**config.mk**
```make
export PLATFORM = sky130hd
export DESIGN_NAME = lsu_mem_ctrl
export DESIGN_NICKNAME = d
export VERILOG_FILES = /design/src/rtl/lsu_mem_ctrl.sv
export SDC_FILE = /design/constraint.sdc
export NUM_CORES = 1
export LEC_CHECK = 0
export CORE_ASPECT_RATIO = 1.25
export CORE_UTILIZATION = 48
export CTS_CLUSTER_DIAMETER = 40
export CTS_CLUSTER_SIZE = 14
export DETAILED_ROUTE_END_ITERATION = 10
export GPL_TIMING_DRIVEN = 1
export PLACE_DENSITY = 0.84
export SYNTH_ARGS = -nofsm -noshare
export SYNTH_HDL_FRONTEND = slang
export SYNTH_SLANG_ARGS = --single-unit
```
**constraint.sdc**
```tcl
create_clock -name clk -period 2.63 [get_ports clk]
set_input_delay 0.526 -clock clk [delete_from_list [all_inputs] [get_ports clk]]
set_output_delay 0.526 -clock clk [all_outputs]
set_load 0.02 [all_outputs]
```
**src/rtl/lsu_mem_ctrl.sv**
```systemverilog
// Load/store unit between the datapath and the 256 x 64-bit data memory.
// Handles B/H/W/D loads and stores; partial stores read-modify-write, misaligned requests error out.
module lsu_mem_ctrl #(
   parameter int Nbits = 64,
   parameter int AW    = 8
) (
   input  logic             clk,
   input  logic             rst,
   input  logic             req_valid,
   output logic             req_ready,
   input  logic             req_we,
   input  logic [1:0]       req_size,
   input  logic             req_unsigned,
   input  logic [Nbits-1:0] req_addr,
   input  logic [Nbits-1:0] req_wdata,
   output logic             rsp_valid,
   input  logic             rsp_ready,
   output logic [Nbits-1:0] rsp_rdata,
   output logic             rsp_err,
   output logic             mem_r_en,
   output logic             mem_w_en,
   output logic [Nbits-1:0] mem_address,
   output logic [Nbits-1:0] mem_w_data,
   input  logic [Nbits-1:0] mem_r_data
);

   typedef enum logic [1:0] {IDLE, RD, WR, RESP} state_t;

   state_t           state_q, state_d;
   logic             we_q, we_d;
   logic [1:0]       size_q, size_d;
   logic             uns_q, uns_d;
   logic [AW+2:0]    addr_q, addr_d;
   logic [Nbits-1:0] wdata_q, wdata_d;
   logic [Nbits-1:0] rbuf_q, rbuf_d;
   logic [Nbits-1:0] rdata_q, rdata_d;
   logic             err_q, err_d;

   logic             misaligned;
   logic [5:0]       laneShift;
   logic [Nbits-1:0] sizeMask, laneMask, mergeData, shifted, extData;
   logic             unusedBits;

   // Address bits above the memory range wrap away.
   assign unusedBits = ^req_addr[Nbits-1:AW+3];

   always_comb begin
      case (req_size)
         2'd0:    misaligned = 1'b0;
         2'd1:    misaligned = req_addr[0];
         2'd2:    misaligned = |req_addr[1:0];
         default: misaligned = |req_addr[2:0];
      endcase
   end

   // Lane mask/merge for stores and shift/extend for loads, both keyed off the latched request.
   always_comb begin
      laneShift = {addr_q[2:0], 3'b000};
      case (size_q)
         2'd0:    sizeMask = {{(Nbits-8){1'b0}},  {8{1'b1}}};
         2'd1:    sizeMask = {{(Nbits-16){1'b0}}, {16{1'b1}}};
         2'd2:    sizeMask = {{(Nbits-32){1'b0}}, {32{1'b1}}};
         default: sizeMask = {Nbits{1'b1}};
      endcase
      laneMask  = sizeMask << laneShift;
      mergeData = (rbuf_q & ~laneMask) | ((wdata_q & sizeMask) << laneShift);
      shifted   = mem_r_data >> laneShift;
      case (size_q)
         2'd0:    extData = {{(Nbits-8){~uns_q & shifted[7]}},   shifted[7:0]};
         2'd1:    extData = {{(Nbits-16){~uns_q & shifted[15]}}, shifted[15:0]};
         2'd2:    extData = {{(Nbits-32){~uns_q & shifted[31]}}, shifted[31:0]};
         default: extData = shifted;
      endcase
   end

   always_comb begin
      state_d = state_q;
      we_d    = we_q;
      size_d  = size_q;
      uns_d   = uns_q;
      addr_d  = addr_q;
      wdata_d = wdata_q;
      rbuf_d  = rbuf_q;
      rdata_d = rdata_q;
      err_d   = err_q;
      case (state_q)
         IDLE: begin
            if (req_valid) begin
               we_d    = req_we;
               size_d  = req_size;
               uns_d   = req_unsigned;
               addr_d  = req_addr[AW+2:0];
               wdata_d = req_wdata;
               rdata_d = '0;
               err_d   = misaligned;
               if (misaligned)
                  state_d = RESP;
               else if (req_we && req_size == 2'd3)
                  state_d = WR;
               else
                  state_d = RD;
            end
         end
         RD: begin
            rbuf_d = mem_r_data;
            if (we_q) begin
               state_d = WR;
            end else begin
               rdata_d = extData;
               state_d = RESP;
            end
         end
         WR:   state_d = RESP;
         RESP: if (rsp_ready) state_d = IDLE;
         default: state_d = IDLE;
      endcase
   end

   always_ff @(posedge clk) begin
      if (rst) begin
         state_q <= IDLE;
         we_q    <= 1'b0;
         size_q  <= '0;
         uns_q   <= 1'b0;
         addr_q  <= '0;
         wdata_q <= '0;
         rbuf_q  <= '0;
         rdata_q <= '0;
         err_q   <= 1'b0;
      end else begin
         state_q <= state_d;
         we_q    <= we_d;
         size_q  <= size_d;
         uns_q   <= uns_d;
         addr_q  <= addr_d;
         wdata_q <= wdata_d;
         rbuf_q  <= rbuf_d;
         rdata_q <= rdata_d;
         err_q   <= err_d;
      end
   end

   // The write enable is gated by reset so a reset landing in WR never commits the store.
   assign req_ready   = (state_q == IDLE);
   assign rsp_valid   = (state_q == RESP);
   assign rsp_rdata   = rdata_q;
   assign rsp_err     = err_q;
   assign mem_r_en    = (state_q == RD);
   assign mem_w_en    = (state_q == WR) & ~rst;
   assign mem_address = (state_q == RD || state_q == WR) ?
                        {{(Nbits-AW){1'b0}}, addr_q[AW+2:3]} : '0;
   assign mem_w_data  = (state_q == WR) ? mergeData : '0;

endmodule

```
# Word-level counts from Yosys, hierarchy flattened
# Index checks and enable logic that the tools add are counted.
# totals
regBits	210
latchBits	0
mem_bits_rw	0
romBits	0
inputBits	200
wordCells	58
n_memories	0
# op_classes
add_sub_neg	0
mul	0
n_div	0
order_cmp	0
eq_ne	11
n_shift	3
mux	14
bitwise_logic	10
n_reduce_logical	11
# ops
cell	count
$pmux 64 s3	2
$mux 64	3
$and 64x64->64	2
$pmux 64 s2	1
$shl 64x6->64	2
$not 64->64	1
$or 64x64->64	1
$shr 64x6->64	1
$eq 2x2->1 const B	5
$mux 2	4
$mux 8	1
$pmux 2 s4	1
$eq 2x1->1 const B	3
$logic_not 2->1	3
$and 1x1->1	4
$ne 2x2->1 const B	2
$reduce_and 2->1	2
$pmux 1 s3	1
$reduce_and 3->1	1
$reduce_or 3->1	1
$ne 2x1->1 const B	1
$not 1->1	2
$reduce_bool 2->1	1
$reduce_or 2->1	1
3 further kinds	3

# Depth between registers and ports, before layout
# Gate-level depths: netlist (run 1).
# depth
ltp_word	7
depth_mapped	9

# Least setup slack after synthesis (run 1)
# OpenSTA, ideal clock, no wires.
# synth_timing
path_kind	reg2out
start	register addr_q[1]
end	output port mem_w_data[56]
arrival_ps	1854
required_time_ps	2104
setup_slack_ps	250
path_stages_with_launch	9
path_buffers	5
path_cell_list	dfxtp_1 buf_6 buf_4 buf_4 buf_2 clkbuf_1 o2bb2ai_1 nand2_1 a31oi_1
# synth_between
elab_chain_len	5
elab_cells_between_ends	6
# synth_rtl
item	line_no	source
from (decl)	33	logic [AW+2:0] addr_q, addr_d;
from (signal assigned)	135	addr_q <= addr_d;
$shl 64x6->64	65	laneMask = sizeMask << laneShift;
$not 64->64	66	mergeData = (rbuf_q & ~laneMask) | ((wdata_q & sizeMask) << laneShift);
$and 64x64->64	66	
$or 64x64->64 *	66	
$mux 64 *	152	assign mem_w_data = (state_q == WR) ? mergeData : '0;
to (decl)	23	output logic [Nbits-1:0] mem_w_data,
# Mark *: on every way between the ends. The rest lies on a longest branch, timed or not.

# Worst setup path in the final report (run 1)
# layout_timing
start	register addr_q[0]
end	output port mem_w_data[51]
# Same word-level chain as after synthesis.

==> run metrics, run 1 <==
most common cell after layout, fill and taps aside=nand2_1; setup_tns=-15.17 ns; largest net degree at the start of global routing=110; Die Span Y=184 um; Area Overhead vs Synth=54.0%; MaxCap Viol Count=0; clock latency on the worst-skew pair=0.54 ns; DR WL/cell=24.0 um; Cells after DPL=2220; status=complete, but fails checks; Slew headroom=50.2%; CP dominant cell by count=buf_4; Slew @ Worst Pin=0.742 ns; critical path type=register to primary output; num rows=66; die area=0.0273 mm2; vias in the first global route=13200; post-synthesis register bit count=210; number of synthesized flops with an enable pin=0; crit path launch type=register; initial antenna violation count=0; # fillers=1813; Synth Instances=1566; Initial Util=48.9%; # IOs=397; Max Root-Sink Buffers=3; layout cell share with drive strength beyond 1=33.1%; Slowest-stage cell, CP=dfxtp_4; H-tree depth=1; Slowest Stage Delay on Critical Path=0.40 ns; Fmax=0.334 GHz; Post-DP HPWL=39400 um; power density over the cells=839 mW/mm2; Core Box Area=0.0261 mm2; fin cells=2331; GR Overflow Total=0; design area=0.0197 mm2; Leak=7.18 nW; Max FO, Critical Path=7; worst endpoint required time=2.10 ns; crit path DAT=2.46 ns; die width=148 um; global-route wire length before repair=78300 um; register area share after synthesis=32.9%; vias=14200; commonest non-fill, non-tap cells in the layout=nand2_1, clkdlybuf4s50_1, dfxtp_1, buf_4, a21oi_1; clk sink count=210; DRC=0; cts bufs inserted=25; routed wire length=56000 um; Mapped Area=0.0128 mm2; Reg clk slew, reported paths=0.07 ns; Max IR drop VDD=533 uV; clock skew=0.0163 ns; crit path time final=2.99 ns; final hold violations=0; placer congestion estimate=1.05; fin. max-slew vios=0; worst path cell trace=buf_4, buf_4, buf_6, mux2i_4, nor2_1, a221o_2, a22oi_2, a21oi_1, buf_2; clock root buffer=clkbuf_16; ys async rst share=0%; # diodes=0; final setup fails=95; vias per cell=6.09; CTS tree=done; final antenna-violating net count=0; total track usage=38.1%; ys flop type=dfxtp_1; Power Total=0.0165 W; DP Area=0.0165 mm2; RSZ-0062 raised after global routing=true; total number of yosys warnings=0; first-pass iteration count of the detailed router=8; cts hold-fix bufs=0; syn avg cell area=8.15 um2; critical path endpoint category=primary output; failing checks=setup timing; Net count, final=2179; Yosys cell types=63; Final Cycle Share=114%; worst min-delay path class=input port to register; input/output buffers=287; initial DRC count=1309; Final WS setup=-0.361 ns
-- timing repair --
action / CTS / global route
setup buffers: 20 / 42
gates cloned: 5 / 6
pin swaps: 49 / 110
gates resized for setup: 485 / 263
hold endpoints to repair: 0 / 0
endpoints found under the setup margin: 118 / 100
-- per-layer routing --
layer | routed length, um | vias to the layer above | track usage (%)
li1 | - | 6276 | -
met1 | 20000 | 6727 | 44.9
met2 | 26600 | 940 | 63.8
met3 | 4870 | 251 | 4.75
met4 | 4540 | 0 | 28.2
met5 | 0 | - | 0
-- worst max-delay path: cells and delay by family (launching register included) --
kind                   cells  cell delay, ns
AND/OR/NAND/NOR            1            0.06
AO/OA/AOI/OAI              3            0.66
multiplexers               1            0.25
buffers and inverters      4            0.56
flip-flops                 1            0.40
-- registers in the layout, indices dropped and copies added, names as in the netlist --
| signal | cells |
|---|---|
| rbuf_q | 64 |
| addr_q | 11 |
| rsp_err | 1 |
| rsp_rdata | 64 |
| we_q | 1 |
| size_q | 2 |
| uns_q | 1 |
| wdata_q | 64 |
| state_q | 2 |
-- layout make-up --
cell class	instances	area, um2	share of cell area [%]
clock buffers	31	699	3.56
clock inverters	12	139	0.707
inverters	11	48.8	0.248
multi-input cells	1210	9060	46.1
flip-flops and latches	210	4220	21.5
well taps	340	425	2.16
repair buffers	517	5060	25.7
-- power by group --
group	total, W	internal, W	switching [W]
combinational	0.00845	0.00371	0.00474
clock	0.00352	0.00202	0.00150
sequential	0.00451	0.00387	0.000649
-- stage by stage --
step           hold slack [ns]  util (%)  worst slack, ns
3_5_place_dp             0.445      63.3           -0.290
3_3_place_gp             0.438      63.3           -0.342
2_1_floorplan            0.432         -            0.250
4_1_cts                  0.338      69.5           -0.311
6_report                 0.341      75.3           -0.361
5_1_grt                  0.339      75.3           -0.425
-- synthesized netlist by cell type, drive strengths merged, types with 2 or more instances --
library cell	instances	share of area [%]
nand2	335	9.9
dfxtp	210	33
a21oi	182	7.2
nor2	140	4.2
mux2i	113	8.9
buf	112	6.1
clkbuf	78	2.3
o21ai	52	2.3
mux4	36	6.4
a22oi	29	1.7
o2bb2ai	27	2.0
o31ai	26	2.3
a31oi	25	1.2
mux2	24	2.1
and2	23	1.1
a211oi	17	1.0
nor3	14	0.55
nand3	13	0.51
inv	10	0.29
a22o	9	0.62
a221oi	8	0.55
a311oi	8	0.55
nand2b	8	0.39
o221ai	8	0.55
o21a	7	0.41
a221o	6	0.47
o221a	6	0.53
nor2b	5	0.25
ha	4	0.39
nand3b	4	0.24
o211ai	4	0.24
a21o	3	0.18
a2bb2oi	3	0.25
or2	3	0.15
nor4	2	0.33
o22ai	2	0.21
-- logic make-up (layout without fill, tap and decap cells) --
kind of cell / Yosys count / count (layout) / synth area share [%]
buffers and inverters: 201 / 571 / 8.78
and+or+nand+nor: 550 / 550 / 17.7
adders and majority gates: 4 / 4 / 0.392
DFF: 210 / 210 / 32.9
AOI/OAI and AO/OA: 427 / 427 / 22.8
muxes: 173 / 173 / 17.4
other: 1 / 56 / 0.0294
-- path summary, 6_finish.rpt --
check / start / endpoint / slack (ns) / cells past startpoint
worst max register to register: addr_q[0] / rsp_rdata[42] / -0.08 / 14
worst max-delay path: addr_q[0] / mem_w_data[51] / -0.36 / 9
worst min register to register: addr_q[3] / addr_q[3] / 0.45 / 2
worst min-delay path: rst / rsp_rdata[8] / 0.34 / 2
Note: power is estimated with default switching activity, not from simulation.
==> run 2, diff against run 1 <==
GPL_TIMING_DRIVEN = 0   (was 1)
SLEW_MARGIN = 20   (was not set)
==> run metrics, run 2 (synthesized netlist as in run 1, its figures left out) <==
status=complete, but fails checks; failing checks=setup timing; cts bufs inserted=24 (-4.0%); critical path type=register to primary output; most common cell after layout, fill and taps aside=nand2_1; Final Cycle Share=122% (+8.3 points); worst endpoint required time=2.10 ns (about the same); Slowest Stage Delay on Critical Path=0.61 ns (+0.21 ns); DR WL/cell=26.2 um (+8.8%); critical path endpoint category=primary output; input/output buffers=287 (unchanged); clk sink count=210 (unchanged); Slew @ Worst Pin=0.920 ns (+0.178 ns); Worst path top cell family by delay=compound AO/OA/AOI/OAI gates; clock latency on the worst-skew pair=0.53 ns (about the same); CP dominant cell by count=buf_12; Max FO, Critical Path=3 (-4); CTS tree=done; Net count, final=2197 (+0.83%); Slew headroom=38.7% (-11 points); Final WS setup=-0.579 ns (-0.218 ns); Max Root-Sink Buffers=3 (unchanged); largest net degree at the start of global routing=29 (-74%); worst path cell trace=buf_8, buf_12, buf_16, buf_12, mux2i_2, o2bb2ai_2, o211ai_1, a21oi_1, buf_4; # IOs=397 (unchanged); vias per cell=6.22 (+2.2%); clock skew=0.0109 ns (-0.00541 ns); die area=0.0273 mm2 (unchanged); routed wire length=61500 um (+9.7%); Setup WS pre-CTS=-1.36 ns (-1.07 ns); vias in the first global route=14100 (+6.9%); Max IR drop VDD=599 uV (+12%); worst min-delay path class=register to register; clock root buffer=clkbuf_16; setup_tns=-27.67 ns (-12.50 ns); final antenna-violating net count=0 (unchanged); Leak=7.00 nW (-2.5%); DP Area=0.0163 mm2 (-1.4%); H-tree depth=1 (unchanged); global-route wire length before repair=87500 um (+12%); Core Box Area=0.0261 mm2 (unchanged); Power Total=0.0163 W (-1.3%); DRC=0 (unchanged); Reg clk slew, reported paths=0.06 ns (about the same); Post-DP HPWL=44500 um (+13%); RSZ-0062 raised after global routing=true; Area Overhead vs Synth=52.3%; crit path time final=3.21 ns (+0.218 ns); fin. max-slew vios=0 (unchanged); crit path launch type=register; die width=148 um (unchanged); Die Span Y=184 um (unchanged); fin cells=2350 (+0.82%); initial antenna violation count=1 (+1); Fmax=0.312 GHz (-6.8%); WP buf/inv=5 (+1); final setup fails=64 (-33%); design area=0.0194 mm2 (-1.1%); num rows=66 (unchanged); commonest non-fill, non-tap cells in the layout=nand2_1, clkdlybuf4s50_1, dfxtp_1, a21oi_1, buf_4; Cells after DPL=2248 (+1.3%); GR Overflow Total=0 (unchanged); initial DRC count=1480 (+13%); final hold violations=0 (unchanged); # fillers=1900 (+4.8%); Initial Util=48.9% (unchanged); total track usage=43.7% (+5.6 points); # diodes=0 (unchanged); first-pass iteration count of the detailed router=8 (unchanged); power density over the cells=837 mW/mm2 (-0.17%); placer congestion estimate=1.04 (-0.64%); Slowest-stage cell, CP=o211ai_1; vias=14600 (+3.0%); MaxCap Viol Count=0 (unchanged); crit path DAT=2.68 ns (+0.22 ns); layout cell share with drive strength beyond 1=30.5% (-2.6 points)
## run 2: cell types whose count changed in the layout (fill, tap and decap cells not counted), sizes merged
cell	delta
bufbuf	-4
clkbuf	+68
bufinv	+2
inv	-4
clkinvlp	+2
dlymetal6s2s	+1
buf	-50
clkinv	+3
clkdlybuf4s50	+1
## run 2: timing repair
| action | CTS | global route |
|---|---|---|
| cloned | 3 | 2 |
| buffers inserted | 39 | 20 |
| hold buffers | 0 | 0 |
| setup endpoints to repair | 83 | 76 |
| pin swaps | 81 | 74 |
| resized for setup | 668 | 140 |
## run 2: worst register-to-register path, cell delays in order, from the launching register on
cell,delay [ns]
dfxtp_1,0.35
inv_1,0.10
ha_1,0.22
clkbuf_1,0.60
buf_1,0.77
mux2i_1,0.31
nor2_1,0.08
## run 2: report_power, final
| group | switching, W | internal, W |
|---|---|---|
| clock | 0.00147 | 0.00211 |
| sequential | 0.000744 | 0.00386 |
| combinational | 0.00478 | 0.00331 |
| total | 0.00699 | 0.00928 |
## run 2: area by class of cell
class | instances | area, um2 | share of cell area, %
Tap cell | 340 | 425 | 2.19
Clock buffer | 28 | 657 | 3.38
Inverter | 11 | 53.8 | 0.277
Clock inverter | 15 | 184 | 0.946
Timing Repair Buffer | 351 | 3490 | 18.0
Multi-Input combinational cell | 1210 | 8970 | 46.1
Buffer | 185 | 1450 | 7.47
Sequential cell | 210 | 4210 | 21.7
## run 2: metrics by stage
step | utilization [%] | hold slack (ns)
5_1_grt | 74.5 | 0.479
3_3_place_gp | 62.3 | 0.438
6_report | 74.5 | 0.453
3_5_place_dp | 62.3 | 0.446
2_1_floorplan | - | 0.432
4_1_cts | 71.4 | 0.456
## run 2: layer usage
metal	track usage (%)	wire, um
met3	10.4	7110
met2	71.5	28100
met1	49.1	20600
met4	34.1	5590
met5	0	14
## run 2: worst paths after layout
path	start	end	slack, ns	depth (start not counted)
setup reg to reg	state_q[1]	rbuf_q[63]	0.05	6
setup / recovery	addr_q[0]	mem_w_data[16]	-0.58	9
hold reg to reg	addr_q[3]	addr_q[3]	0.45	2
hold / removal	addr_q[3]	addr_q[3]	0.45	2
